===== src/rtl/irq_ctrl.sv =====
// Interrupt controller: latches level/edge sources, masks them, resolves lowest-index priority, register access via sel/we.
// Latency: a source sampled at edge k shows in PEND/hwint/irq after edge k; register reads are combinational.
// Backpressure: none; every sel&we cycle is a single-cycle write that is always accepted.
module irq_ctrl #(
    parameter int N_SRC = 6
) (
    input  logic        clk,
    input  logic        reset,
    input  logic [5:0]  src_irq,
    input  logic        sel,
    input  logic        we,
    input  logic [31:0] addr,
    input  logic [31:0] wdata,
    output logic [31:0] rdata,
    output logic [5:0]  hwint,
    output logic        irq
);

    // Bits at or above N_SRC are never stored, so they read back as 0 and never interrupt.
    localparam logic [5:0] SRC_MASK = 6'((7'd1 << N_SRC) - 7'd1);

    localparam logic [1:0] REG_PEND = 2'd0;
    localparam logic [1:0] REG_MASK = 2'd1;
    localparam logic [1:0] REG_MODE = 2'd2;
    localparam logic [1:0] REG_ID   = 2'd3;

    logic [5:0] pend_q;
    logic [5:0] mask_q;
    logic       gie_q;
    logic [5:0] mode_q;
    logic [5:0] prev_q;

    logic       wr_en;
    logic [1:0] reg_sel;
    logic [5:0] rise;
    logic [5:0] w1c;
    logic [5:0] pend_nxt;
    logic [5:0] hwint_int;
    logic       id_vld;
    logic [2:0] id_idx;

    // Only addr[3:2] and the low/top data bits are decoded; the rest is intentionally ignored.
    logic unused_bits;
    assign unused_bits = ^{addr[31:4], addr[1:0], wdata[30:6]};

    assign wr_en   = sel & we;
    assign reg_sel = addr[3:2];

    // Next pending: edge bits latch a rise and clear on W1C (rise wins), level bits mirror the source.
    always_comb begin
        rise     = src_irq & ~prev_q & SRC_MASK;
        w1c      = (wr_en && (reg_sel == REG_PEND)) ? wdata[5:0] : 6'd0;
        pend_nxt = ((mode_q & ((pend_q & ~w1c) | rise)) | (~mode_q & src_irq)) & SRC_MASK;
    end

    // State registers; reset overrides writes and source sampling.
    always_ff @(posedge clk) begin
        if (reset) begin
            pend_q <= 6'd0;
            mask_q <= 6'd0;
            gie_q  <= 1'b0;
            mode_q <= 6'd0;
            prev_q <= 6'd0;
        end else begin
            pend_q <= pend_nxt;
            prev_q <= src_irq & SRC_MASK;
            if (wr_en && (reg_sel == REG_MASK)) begin
                mask_q <= wdata[5:0] & SRC_MASK;
                gie_q  <= wdata[31];
            end
            if (wr_en && (reg_sel == REG_MODE)) begin
                mode_q <= wdata[5:0] & SRC_MASK;
            end
        end
    end

    // Masked vector; forced quiet while reset is held so outputs are 0 even before the first reset edge.
    always_comb begin
        hwint_int = gie_q ? (pend_q & mask_q) : 6'd0;
        hwint     = reset ? 6'd0 : hwint_int;
        irq       = |hwint;
    end

    // Lowest-numbered active source wins; index stays 0 when nothing is active.
    always_comb begin
        id_vld = |hwint;
        id_idx = 3'd0;
        for (int i = N_SRC - 1; i >= 0; i--) begin
            if (hwint[i]) begin
                id_idx = 3'(i);
            end
        end
    end

    // Register read mux; unimplemented bits read 0, and everything reads 0 during reset.
    always_comb begin
        rdata = 32'd0;
        if (!reset) begin
            case (reg_sel)
                REG_PEND: rdata = {26'd0, pend_q};
                REG_MASK: rdata = {gie_q, 25'd0, mask_q};
                REG_MODE: rdata = {26'd0, mode_q};
                REG_ID:   rdata = {id_vld, 28'd0, id_idx};
                default:  rdata = 32'd0;
            endcase
        end
    end

endmodule


===== config.mk =====
export PLATFORM = sky130hd
export DESIGN_NAME = irq_ctrl
export DESIGN_NICKNAME = d
export VERILOG_FILES = /design/src/rtl/irq_ctrl.sv
export SDC_FILE = /design/constraint.sdc
export NUM_CORES = 1
export LEC_CHECK = 0
export CORE_AREA = 2 2 78 80
export CTS_CLUSTER_SIZE = 16
export DETAILED_ROUTE_END_ITERATION = 7
export DIE_AREA = 0 0 80 82
export GPL_TIMING_DRIVEN = 0
export PLACE_DENSITY = 0.61
export SLEW_MARGIN = 10
export SYNTH_ARGS = -nofsm -noshare
export SYNTH_HDL_FRONTEND = slang
export SYNTH_SLANG_ARGS = --single-unit

===== constraint.sdc =====
create_clock -name clk -period 1.7 [get_ports clk]
set_clock_uncertainty 0.1 [all_clocks]
set_input_delay 0.34 -clock clk [delete_from_list [all_inputs] [get_ports clk]]
set_output_delay 0.34 -clock clk [all_outputs]
set_load 0.05 [all_outputs]

[Word-level counts from Yosys, hierarchy flattened]
Index checks and enable logic that the tools add are counted.
Cells by class
  multiplexer cells: 11
  bitwise operators: 11
  eq/ne operators: 3
  reductions and logical operators: 5
Operator list (number)
  32-bit case mux with 4 select lines: 1
  32-bit 2-to-1 mux: 1
  6-bit bitwise AND: 5
  3-bit 2-to-1 mux: 6
  6-bit 2-to-1 mux: 3
  6-bit NOT: 3
  6-bit bitwise OR: 2
  6-bit OR reduction: 1
  2-bit equality test (second input constant): 2
  1-bit logical AND: 3
  2-bit by 1-bit equality test with 1-bit output (second input constant): 1
  2-bit zero test: 1
  1-bit bitwise AND: 1
Word-level totals
  input bits: 74
  bits in registers: 25
  output and inout bits: 39
  logic and storage cells: 35

[Longest topological paths before layout]
Gate-level depths: netlist of run 1.
  depth in word-level cells: 11
  gate-level depth with buffers: 5
  mapped depth without buffers: 4

[Least setup slack after synthesis of run 1]
No wires, ideal clock.
  path kind: input to output
  from: in addr[3]
  to: out rdata[0]
  required time: 1260 ps
  stages on the path: 4
  setup slack: -996 ps
  path buffers: 1
  arrival time: 2256 ps
  cell sequence: clkbuf_1 a21oi_1 a221oi_1 nor4_1
On the way
  cells in the longest elaborated chain, start to end: 3
  elaborated cells between the ends (all ways): 6
  classes of those cells: eq/ne: 3; mux: 2; reduce/logical: 1
RTL lines
  start: declaration: RTL line 12  | input logic [31:0] addr,
  2-bit equality test, or another cell as far along: RTL line 99  | case (reg_sel)
  32-bit case mux with 4 select lines *: RTL line 99
  32-bit 2-to-1 mux *: RTL line 98  | if (!reset) begin
  end: declaration: RTL line 14  | output logic [31:0] rdata,
Every way passes the cells marked *; elsewhere a longest branch is shown, timed or not. The select of a mux whose other input is x is not followed.

[Worst setup path in the final report of run 1]
  from: reg pend_q[3]
  to: out rdata[2]
On the way
  cells in the longest elaborated chain, start to end: 9
RTL lines
  start: declaration: RTL line 27  | logic [5:0] pend_q;
  start signal: assignment: RTL line 65  | pend_q <= pend_nxt;
  6-bit bitwise AND: RTL line 79  | hwint_int = gie_q ? (pend_q & mask_q) : 6'd0;
  6-bit 2-to-1 mux: RTL line 79
  6-bit 2-to-1 mux: RTL line 80  | hwint = reset ? 6'd0 : hwint_int;
  3-bit 2-to-1 mux (4 in series): RTL line 89  | if (hwint[i]) begin
  32-bit case mux with 4 select lines: RTL line 99
  32-bit 2-to-1 mux: RTL line 98
No other way between the ends. The select of a mux whose other input is x is not followed.

==> results of run 1 <==
==> placed cells by master, fill, tap and decap left out, types with 2 or more instances in the layout <==
cell,Yosys,routed
buf_4,26,36
conb_1,1,25
nor2_1,25,21
nand2_1,20,18
mux2i_1,16,16
clkdlybuf4s50_1,0,15
buf_6,0,15
dfxtp_1,25,14
dfxtp_2,0,10
a211oi_1,7,7
nor2b_1,9,7
a21o_1,6,6
buf_8,0,4
a21oi_1,6,4
nor2_2,0,4
clkbuf_8,0,4
buf_2,2,4
nand2b_1,4,3
nor2b_4,0,2
and3_4,0,2
nor3_1,4,2
nand4b_1,2,2
a21oi_4,0,2
==> power groups by stage <==
stage               Sequential (mW)  Combinational [mW]  Clock (mW)
floorplan                     0.633               0.267           0
global placement              0.638               0.343           0
detailed placement            0.638               0.345           0
CTS                           0.625               0.376       0.356
global route                  0.630               0.412       0.383
finish                        0.627               0.389       0.346
==> final timing paths <==
check                        from                   end  slack (ps)  cells past startpoint
max          pend_q[3]$_SDFF_PP0_              rdata[2]        -310                      5
min                         reset  prev_q[2]$_SDFF_PP0_         300                      2
max reg2reg  pend_q[4]$_SDFF_PP0_  pend_q[4]$_SDFF_PP0_         640                      4
min reg2reg  prev_q[5]$_SDFF_PP0_  pend_q[5]$_SDFF_PP0_         380                      2
==> cell usage after synthesis, drive strengths merged <==
cell and count:
buf 29, dfxtp 25, nor2 25, nand2 20
mux2i 16, nor2b 9, a211oi 7, a21o 6
a21oi 6, nand2b 4, nor3 4, and3 3
clkbuf 2, nand4b 2, a221oi 1, a22o 1
a311oi 1, a32o 1, a32oi 1, and2b 1
and3b 1, conb 1, inv 1, nand3 1
nor4 1, o21ai 1
==> per-stage QoR <==
step	instance area (um2)	setup TNS, ps
floorplan	1580	-1630
global placement	1990	-25660
detailed placement	1990	-25710
CTS	2200	-2790
global route	2260	-1820
finish	2260	-1320
==> kinds of logic after synthesis <==
logic type      Yosys count
simple gates             71
buf+inv                  32
compound gates           25
flops                    25
mux                      16
other cells               1
==> layout make-up <==
cell class,instances,area (um2)
Sequential cell,25,517
Inverter,1,3.75
Clock buffer,4,45.0
Multi-Input combinational cell,137,922
Fill cell,599,3480
Tap cell,75,93.8
Buffer,31,259
Timing Repair Buffer,44,424
==> registers in the layout, summed over array words and instances (netlist names) <==
name	flops
mode_q	6
prev_q	6
mask_q	6
pend_q	6
gie_q	1
==> worst register-to-register path, stage by stage (launching register included) <==
cell and delay (ps):
dfxtp_2 370, buf_6 100, nand2_1 50, a211oi_1 270, a21o_1 110
==> routing by layer <==
layer	vias up	routed length, um	global-route usage (%)	share of wire [%]
met2	50	1710	18.5	46
li1	675	-	-	-
met1	584	1670	14.7	45
met4	0	22	3.05	0.60
met3	2	274	1.98	7.5
met5	-	0	0	0
==> timing repair <==
item	4_1_cts	5_1_grt
setup endpoints to repair	28	19
resized for setup	136	20
setup buffers	10	2
pin swaps	9	3
cloned	0	0
==> metrics.txt, run 1 <==
Slew headroom 66.3%; CP Class reg2out; violated checks negative setup slack; worst skew pair latency 260 ps; XOR/XNOR share of the synthesized area 0%; YS warnings 0; Tot GR Track Use 11.1%; Area growth, synth to finish 61.6%; TritonCTS buffer count 3; NetSw 431 uW; MaxCap Viol Count 0; # DRC 0; area of the mapped netlist 0.00140 mm2; hold buffer count at CTS 0; die height 82 um; Max Slew Vio Count 0; total number of vias 1,311; largest family of logic cells by synthesized area simple AND/OR/NAND/NOR gates; measured slew at the worst slew-check pin 503 ps; Die ar. 0.00656 mm2; post-DP HPWL 2650 um; Place WS -1410 ps; DRT iter0 DRCs 41; # rows 28; n_diodes 0; Setup crit start kind flip-flop; clock power share 25.4%; htree depth 1; gr ovfl total 0; post-route ant nets 0; post-route insts no fill 317; GPL Wtd Cong 0.852; clk root buf clkbuf_8; Simple-Gate Fraction of Synth Area 24.2%; WL per Instance 11.6 um; largest net degree at the start of global routing 14; post-synthesis sequential area ratio 35.7%; minimum clock period 2010 ps; Sequential Power Share 46.0%; Post-Route WL 3680 um; overall power 1.36 mW; worst setup margin -312 ps; area of the core 0.00575 mm2; CP Capture Type output port; Final period util 118%; RSZ-0062 raised after global routing yes; post-synthesis compound-gate area fraction 12.7%; critical-path cell with the highest stage delay dfxtp_4; Pleak 1.08 nW; Clock transition at path regs 90 ps; Final Hold Vio Count 0; final setup fails 7; Max VDD drop 0.000294 V; global-route wire length before repair 5620 um; NumNets Final 317; CTS tree built; Top Ports 113; sw frac 31.6%; layout cells sized above 1 39.7%; Post-Synth Adder-Cell Area 0%; vias in the first global route 1,195; logic gate share of total power 28.6%; Pint 931 uW; hold_ws 298 ps; initial antenna violation count 0; Crit path max-delay family simple AND/OR/NAND/NOR gates; post-synthesis mux area share 11.4%; Initial DRT Pass Iterations 4; pwr dens 601 mW/mm2; required time of the worst setup path 1260 ps; placed cells 301; Synth cell types 28; Peak Freq 497 MHz; Worst Path Max Fanout 2; Max clock buf depth 2; CP peak stage delay 350 ps; most area-hungry cell type in the Yosys netlist dfxtp_1; port bufs 32; routed vias/inst 4.14; post-synthesis register bit count 25; Post-Syn Area per Cell 8.24 um2; Hold/Removal Path Class in2reg; status complete, but fails checks; Post-Route Utilization 39.4%; WP data arrival 1570 ps; Initial Utilization 24.4%; TritonCTS Sinks 25; Die Wd 80 um; cell count after synthesis 170; synth top area cells dfxtp_1 36%, buf_4 14%, mux2i_1 11%; area share of the largest cell type after synthesis 35.7%; buffers plus inverters on the worst setup path 1; critical path, cell by cell a22o_1 -> and3b_2 -> a32oi_2 -> nor3_4 -> buf_6
No activity file was read; power rests on OpenSTA's default activity.
==> run 2, diff against run 1 <==
SLEW_MARGIN = 40   (was 10)
==> metrics.txt, run 2 (synthesis gave the netlist of run 1 again) <==
Hold Path Stages 2 (unchanged); NetSw 421 uW (-2.3%); required time of the worst setup path 1260 ps (about the same); global-route wire length before repair 5550 um (-1.1%); GPL Wtd Cong 0.852 (unchanged); worst r2r path cells 4 (unchanged); placed cells 301 (unchanged); critical-path cell with the highest stage delay dfxtp_4; htree depth 1 (unchanged); post-route insts no fill 313 (-1.3%); Max VDD drop 0.000293 V (-0.45%); routed vias/inst 4.13 (-0.11%); NumNets Final 313 (-1.3%); Clock transition at path regs 80 ps (about the same); Final period util 117% (-1.4 points); Top Ports 113 (unchanged); hold buffer count at CTS 0 (unchanged); Initial DRT Pass Iterations 4 (unchanged); post-DP HPWL 2660 um (+0.28%); Final Hold Vio Count 0 (unchanged); violated checks negative setup slack; RSZ-0062 raised after global routing yes; port bufs 32 (unchanged); TritonCTS buffer count 3 (unchanged); Pint 921 uW (-1.1%); Area growth, synth to finish 58.5%; Max clock buf depth 2 (unchanged); TritonCTS Sinks 25 (unchanged); final setup fails 7 (unchanged); largest net degree at the start of global routing 14 (unchanged); WL per Instance 11.1 um (-3.9%); Worst Path Max Fanout 2 (unchanged); Setup crit start kind flip-flop; logic gate share of total power 27.9% (-0.7 points); Max Slew Vio Count 0 (unchanged); minimum clock period 1990 ps (-24.2 ps); vias in the first global route 1,191 (-0.33%); sw frac 31.4% (-0.27 points); initial antenna violation count 0 (unchanged); Tot GR Track Use 10.8% (-0.23 points); worst setup margin -288 ps (+24.2 ps); clk root buf clkbuf_8; setup_tns -1350 ps (-31.4 ps); most frequent cells in the layout 33 x buf_4, 25 x conb_1, 19 x nor2_1; CP peak stage delay 350 ps (about the same); DRT iter0 DRCs 27 (-34%); area of the core 0.00575 mm2 (unchanged); Pleak 1.06 nW (-1.9%); CTS tree built; total number of vias 1,293 (-1.4%); WP data arrival 1550 ps (-20 ps); CP Capture Type output port; status complete, but fails checks; Place WS -1420 ps (-11.7 ps); Initial Utilization 24.4% (unchanged); measured slew at the worst slew-check pin 492 ps (-10.2 ps); layout cells sized above 1 39.9% (+0.25 points); Post-Route WL 3490 um (-5.1%); leading cell type in the layout, fill and taps excluded buf_4; Sequential Power Share 46.6% (+0.6 points); Peak Freq 503 MHz (+1.2%); Die ar. 0.00656 mm2 (unchanged); CP Class reg2out; critical path, cell by cell a22o_1 -> and3b_2 -> a32oi_2 -> nor3_4 -> buf_6; pwr dens 604 mW/mm2 (+0.44%); die height 82 um (unchanged); MaxCap Viol Count 0 (unchanged); # rows 28 (unchanged); post-route ant nets 0 (unchanged); clock power share 25.4% (about the same); worst skew pair latency 260 ps (about the same); # DRC 0 (unchanged); n_diodes 0 (unchanged); gr ovfl total 0 (unchanged); Slew headroom 67.0% (+0.68 points); # fillers 613 (+2.3%); Hold/Removal Path Class in2reg; Die Wd 80 um (unchanged)
-- run 2: cell types whose count changed in the layout (fill, tap and decap cells not counted), moves of 2 or more --
| cell | previous run | this run |
|---|---|---|
| buf_4 | 36 | 33 |
| buf_8 | 4 | 2 |
| nor2_1 | 21 | 19 |
| nor2_2 | 4 | 6 |
-- run 2: layout make-up --
class / instances / area [um2] / area share (%)
plain buffers: 31 / 251 / 11.3
well taps: 75 / 93.8 / 4.23
flip-flops and latches: 25 / 517 / 23.3
multi-input cells: 137 / 920 / 41.4
clock buffers: 4 / 45.0 / 2.03
repair buffers: 40 / 390 / 17.6
inverters: 1 / 3.75 / 0.169
-- run 2: stage by stage --
step	total power, mW	util, %	instance area (um2)	hold WS, ps
after floorplan	0.899	-	1580	324
after global placement	0.981	34.6	1990	351
after detailed placement	0.984	34.7	1990	358
after CTS	1.35	37.8	2170	379
after global routing	1.40	38.7	2220	280
final	1.34	38.7	2220	280
-- run 2: power groups by stage --
stage	sequential, mW	clock (mW)	combinational (mW)
after floorplan	0.633	0	0.267
after global placement	0.638	0	0.343
after detailed placement	0.638	0	0.346
after CTS	0.624	0.357	0.369
after global routing	0.629	0.377	0.399
final	0.626	0.341	0.375
-- run 2: path summary, 6_finish.rpt --
path | startpoint | to | slack (ps)
hold / removal | reset | prev_q[1]$_SDFF_PP0_ | 280
hold reg to reg | prev_q[5]$_SDFF_PP0_ | pend_q[5]$_SDFF_PP0_ | 380
setup / recovery | pend_q[3]$_SDFF_PP0_ | rdata[2] | -290
setup reg to reg | pend_q[3]$_SDFF_PP0_ | pend_q[3]$_SDFF_PP0_ | 680
-- run 2: timing repair --
item,CTS,global route
cloned,0,0
endpoints found under the setup margin,28,14
resized for setup,131,21
setup buffers,6,2
pin swaps,6,4
-- run 2: routing by layer --
layer  global-route usage (%)  routed length, um  vias to the layer above
met4                     3.05                 22                        0
met2                     17.8               1590                       50
met1                     14.4               1570                      571
met5                        0                  0                        -
li1                         -                  -                      670
met3                     2.31                303                        2
-- run 2: critical path: cells and delay by family, from the launching register on --
| kind | cells | cell delay (ps) |
|---|---|---|
| buffers and inverters | 1 | 180 |
| and+or+nand+nor | 2 | 410 |
| DFF | 1 | 350 |
| AOI/OAI and AO/OA | 2 | 350 |
